## config.mk

```make
export PLATFORM = sky130hd
export DESIGN_NAME = tt_um_restador_serie_flat
export DESIGN_NICKNAME = d
export VERILOG_FILES = /design/src/rtl/tt_um_restador_serie_if.sv /design/src/rtl/tt_um_restador_serie.sv /design/src/flat_wrapper.sv
export SDC_FILE = /design/constraint.sdc
export NUM_CORES = 1
export LEC_CHECK = 0
export CAP_MARGIN = 25
export CELL_PAD_IN_SITES_DETAIL_PLACEMENT = 0
export CELL_PAD_IN_SITES_GLOBAL_PLACEMENT = 1
export CORE_MARGIN = 2
export CORE_UTILIZATION = 34
export CTS_CLUSTER_DIAMETER = 100
export DETAILED_ROUTE_END_ITERATION = 16
export PLACE_DENSITY_LB_ADDON = 0.08
export SYNTH_ARGS = -nofsm -noshare
export SYNTH_HDL_FRONTEND = slang
export SYNTH_SLANG_ARGS = --single-unit
```

## constraint.sdc

```tcl
create_clock -name clk -period 2.2 [get_ports clk]
set_input_delay 0.44 -clock clk [delete_from_list [all_inputs] [get_ports clk]]
set_output_delay 0.44 -clock clk [all_outputs]
set_load 0.01 [all_outputs]
```

## src/rtl/tt_um_restador_serie_if.sv

```systemverilog
// Pin bundle of the TinyTapeout tile frame used by the serial subtractor.
// The DUT side uses the slave modport; the frame/harness side uses master.
interface tt_um_restador_serie_if;
  logic       ena;
  logic [7:0] ui_in;
  logic [7:0] uio_in;
  logic [7:0] uo_out;
  logic [7:0] uio_out;
  logic [7:0] uio_oe;

  modport master (
    output ena,
    output ui_in,
    output uio_in,
    input  uo_out,
    input  uio_out,
    input  uio_oe
  );

  modport slave (
    input  ena,
    input  ui_in,
    input  uio_in,
    output uo_out,
    output uio_out,
    output uio_oe
  );
endinterface

```

## src/rtl/tt_um_restador_serie.sv

```systemverilog
// Bit-serial 4-bit subtractor tile: captures A, B and borrow-in, then
// computes A - B - bin LSB first through one full-subtractor cell and a
// borrow flip-flop, sequenced by an IDLE/SHIFT/DONE state machine.
module tt_um_restador_serie (
  input  logic                         clk,
  input  logic                         rst_n,
  tt_um_restador_serie_if.slave        tile_io
);

  typedef enum logic [1:0] {
    IDLE  = 2'd0,
    SHIFT = 2'd1,
    DONE  = 2'd2
  } state_t;

  state_t     state_q, state_d;
  logic [3:0] rega_q, rega_d;
  logic [3:0] regb_q, regb_d;
  logic [3:0] res_q, res_d;
  logic       brw_q, brw_d;
  logic       sdo_q, sdo_d;
  logic [1:0] cnt_q, cnt_d;

  logic       start_s;
  logic       bin_s;
  logic [1:0] fs_s;
  logic       unused_s;

  // One full-subtractor cell: returns {borrow_out, difference}.
  function automatic logic [1:0] full_sub(input logic a, input logic b, input logic br);
    logic d;
    logic nb;
    d  = a ^ b ^ br;
    nb = (~a & b) | (~(a ^ b) & br);
    return {nb, d};
  endfunction

  assign start_s = tile_io.uio_in[0];
  assign bin_s   = tile_io.uio_in[1];

  // ena and the spare uio inputs have no function in this tile.
  assign unused_s = &{1'b0, tile_io.ena, tile_io.uio_in[7:2]};

  // State and datapath registers; reset aborts any operation at once.
  always_ff @(posedge clk or negedge rst_n) begin
    if (!rst_n) begin
      state_q <= IDLE;
      rega_q  <= 4'd0;
      regb_q  <= 4'd0;
      res_q   <= 4'd0;
      brw_q   <= 1'b0;
      sdo_q   <= 1'b0;
      cnt_q   <= 2'd0;
    end else begin
      state_q <= state_d;
      rega_q  <= rega_d;
      regb_q  <= regb_d;
      res_q   <= res_d;
      brw_q   <= brw_d;
      sdo_q   <= sdo_d;
      cnt_q   <= cnt_d;
    end
  end

  // Next-state and datapath update: capture in IDLE, one bit per SHIFT edge,
  // DONE holds until start is released so a held start cannot retrigger.
  always_comb begin
    state_d = state_q;
    rega_d  = rega_q;
    regb_d  = regb_q;
    res_d   = res_q;
    brw_d   = brw_q;
    sdo_d   = sdo_q;
    cnt_d   = cnt_q;
    fs_s    = full_sub(rega_q[0], regb_q[0], brw_q);
    case (state_q)
      IDLE: begin
        if (start_s) begin
          rega_d  = tile_io.ui_in[3:0];
          regb_d  = tile_io.ui_in[7:4];
          brw_d   = bin_s;
          cnt_d   = 2'd0;
          res_d   = 4'd0;
          state_d = SHIFT;
        end else begin
          state_d = IDLE;
        end
      end
      SHIFT: begin
        res_d  = {fs_s[0], res_q[3:1]};
        rega_d = {1'b0, rega_q[3:1]};
        regb_d = {1'b0, regb_q[3:1]};
        brw_d  = fs_s[1];
        sdo_d  = fs_s[0];
        cnt_d  = cnt_q + 2'd1;
        if (cnt_q == 2'd3) begin
          state_d = DONE;
        end else begin
          state_d = SHIFT;
        end
      end
      DONE: begin
        if (!start_s) begin
          state_d = IDLE;
        end else begin
          state_d = DONE;
        end
      end
      default: begin
        state_d = IDLE;
      end
    endcase
  end

  // Outputs come straight from registers or decoded registered state.
  assign tile_io.uo_out  = {sdo_q, (state_q == DONE), (state_q == SHIFT), brw_q, res_q};
  assign tile_io.uio_out = 8'h00;
  assign tile_io.uio_oe  = 8'h00;

endmodule

```

## src/flat_wrapper.sv

```systemverilog
// flat-port wrapper written by rule: the top's interface ports become plain ports
module tt_um_restador_serie_flat 
  (clk, rst_n, tile_io_ena, tile_io_ui_in, tile_io_uio_in, tile_io_uo_out, tile_io_uio_out, tile_io_uio_oe);
  tt_um_restador_serie_if tile_io_i ();
  input  logic clk;
  input  logic rst_n;
  input wire logic [$bits(tile_io_i.ena)-1:0] tile_io_ena;
  input wire logic [$bits(tile_io_i.ui_in)-1:0] tile_io_ui_in;
  input wire logic [$bits(tile_io_i.uio_in)-1:0] tile_io_uio_in;
  output wire logic [$bits(tile_io_i.uo_out)-1:0] tile_io_uo_out;
  output wire logic [$bits(tile_io_i.uio_out)-1:0] tile_io_uio_out;
  output wire logic [$bits(tile_io_i.uio_oe)-1:0] tile_io_uio_oe;
  assign tile_io_i.ena = tile_io_ena;
  assign tile_io_i.ui_in = tile_io_ui_in;
  assign tile_io_i.uio_in = tile_io_uio_in;
  assign tile_io_uo_out = tile_io_i.uo_out;
  assign tile_io_uio_out = tile_io_i.uio_out;
  assign tile_io_uio_oe = tile_io_i.uio_oe;
  tt_um_restador_serie u_core (.clk(clk), .rst_n(rst_n), .tile_io(tile_io_i));
endmodule
```

==> run metrics <==
upper clock frequency limit 0.480 GHz; Placeable Area 0.00281 mm2; status finished, violations left; Detail Route Antenna Nets 0; Yosys cell types 30; top cell type's share of synthesized area 43.9%; TritonRoute pass-1 iters 10; routed vias 654; post-DP HPWL 1300 um; WP data required 1.76 ns; Reg clk slew, reported paths 0.11 ns; largest net degree at the start of global routing 19; Final min period 2.08 ns; PD cells 1340 mW/mm2; final period utilization 94.7%; routing usage on met1 18.5%; via/cell ratio 4.81; reg2reg start u_core.state_q[0]$_DFF_PN0_; clk buf depth 2; Avg Inst Size Synth 12.1 um2; setup slack, reg-to-reg 0.72 ns; DR iter-0 viols 27; total gr overflow 0; Die ar. 0.00347 mm2; Pwr Total 1.61 mW; peak supply drop 0.456 mV; failing checks DRC; MaxCap Viol Count 0; top_reg_cell synth dfrtp_1; clock insertion delay at the later pin of the skew report 0.29 ns; Fill cells 279; number of flops mapped to enable cells by yosys 0; Remaining DRCs 3; Post-DP Area 0.00118 mm2; setup TNS 0 ns; Worst EP arrival 1.64 ns; CTS Buf Count 3; cell area after synthesis 0.00103 mm2; count of warnings emitted by yosys 0; clock root buffer clkbuf_4; Leak 0.532 nW; met2 Use GR 17.1%; CP max FO 11; TritonCTS clock tree yes; Yosys reg bits 18; Row Count 19; final instance area 0.00120 mm2; Routed WL per cell 13.3 um; worst reg2reg path depth 3; nets 128; io pins 43; top post-synthesis cells by area dfrtp_1, buf_4, a221oi_2, a22o_1, nor4b_1; Setup Crit Path Kind reg -> out; number of global-route vias before repair 653; gr busiest metal met1; Initial Utilization 36.6%; utilization after layout 42.9%; top cells by count, synth buf_4, dfrtp_1, a22o_1; Async SR Flop Fraction 100%; # H-tree levels 1; met3 usage 2.64%; port bufs 19; Max Slew Vio Count 0; Ant. Diodes 0; initial antenna violation count 0; first-pass GRT wire length 3190 um; total wire length 1800 um; Die X 58.9 um; sequential-to-total area share from yosys stat 43.9%; RSZ-0062 raised after global routing false; Hold Slack 0.462 ns; post-synth top area cell dfrtp_1; Hold Violations, Final 0; Post-CTS Setup Bufs 0; crit start category register; skew final 0.00877 ns; share of layout cells above drive strength 1 19.0%; HP Class in -> async; GRT Overall Usage 12.3%; final setup violation count 0; Syn Inst Count 85; Final Wtd Congestion 0.752; RR Endpoint u_core.rega_q[0]$_DFFE_PN0P_; Crit. End Element output port; Area Overhead vs Synth 17.2%; CTS sink cnt 18; die height 58.9 um
## what timing repair did
item | 4_1_cts | 5_1_grt
endpoints found under the setup margin | 0 | 1
hold buffers | 0 | 0
resized for setup | 0 | 1
## through the flow
| step | setup WS, ns | cells |
|---|---|---|
| after detailed placement | 0.394 | 133 |
| after global placement | 0.404 | 133 |
| final | 0.116 | 136 |
| after floorplan | 0.931 | 100 |
| after CTS | 0.0672 | 136 |
| after global routing | 0.0240 | 136 |
## registers in the layout, indices dropped and copies added, names as in the netlist
register / flops
u_core.rega_q: 4
u_core.res_q: 4
u_core.brw_q: 1
u_core.sdo_q: 1
u_core.regb_q: 4
u_core.state_q: 2
u_core.cnt_q: 2
## critical path, stage by stage (launching register included)
cell and delay, ns:
dfrtp_2 0.48, nand2b_2 0.26, inv_2 0.08, clkdlybuf4s50_1 0.53
## layout make-up
cell class / count / area (um2) / area share [%]
sequential: 18 / 452 / 37.6
clock buffer: 3 / 22.5 / 1.87
timing repair buffer: 24 / 228 / 18.9
inverter: 6 / 22.5 / 1.87
multi-input combinational: 54 / 439 / 36.5
tap: 31 / 38.8 / 3.23
## worst max-delay path by stage
| stage | start | end | depth (start not counted) |
|---|---|---|---|
| after floorplan | u_core.state_q[1]$_DFF_PN0_ | tile_io_uo_out[5] | 3 |
| after detailed placement | u_core.state_q[1]$_DFF_PN0_ | tile_io_uo_out[5] | 3 |
| final | u_core.state_q[1]$_DFF_PN0_ | tile_io_uo_out[5] | 3 |
| after global routing | u_core.state_q[0]$_DFF_PN0_ | tile_io_uo_out[5] | 3 |
| after global placement | u_core.state_q[1]$_DFF_PN0_ | tile_io_uo_out[5] | 3 |
| after CTS | u_core.state_q[1]$_DFF_PN0_ | tile_io_uo_out[5] | 3 |
## placed cells by master (no fill, tap or decap)
master and n:
dfrtp_1 17, inv_1 5, ha_1 1, clkdlybuf4s50_1 19, fa_1 1, conb_1 16
inv_2 1, a211o_1 1, o221a_2 3, o21ba_2 1, o21bai_4 1, a21oi_1 1
nand2b_1 2, or4b_1 3, a22o_1 6, buf_4 5, o221ai_1 1, a221oi_2 4
or2_1 1, mux2i_1 1, clkbuf_4 3, nand2_1 1, nor4bb_1 1, nor2b_1 1
dfrtp_2 1, nand3b_1 1, nor3b_1 1, nand2b_2 1, mux2_1 1, nor4b_1 4
## cell families after synthesis
group                      share of synthesized area [%]
buffers and inverters                               18.8
AOI/OAI and AO/OA                                   19.3
DFF                                                 43.9
and+or+nand+nor                                     12.4
muxes                                               2.07
adders and majority gates                           3.17
other                                              0.366
## per-layer routing
layer / share of wire, % / vias to the layer above / routed length [um]
li1: - / 315 / -
met1: 51 / 308 / 918
met2: 40 / 27 / 725
met3: 7.1 / 4 / 128
met4: 1.7 / 0 / 30
met5: 0 / - / 0
## power by group
part / switching, mW / total (mW) / internal, mW
clock network: 0.104 / 0.167 / 0.0637
logic: 0.367 / 0.825 / 0.458
registers: 0.122 / 0.614 / 0.492
total: 0.592 / 1.61 / 1.01
No activity file was read; power rests on OpenSTA's default activity.
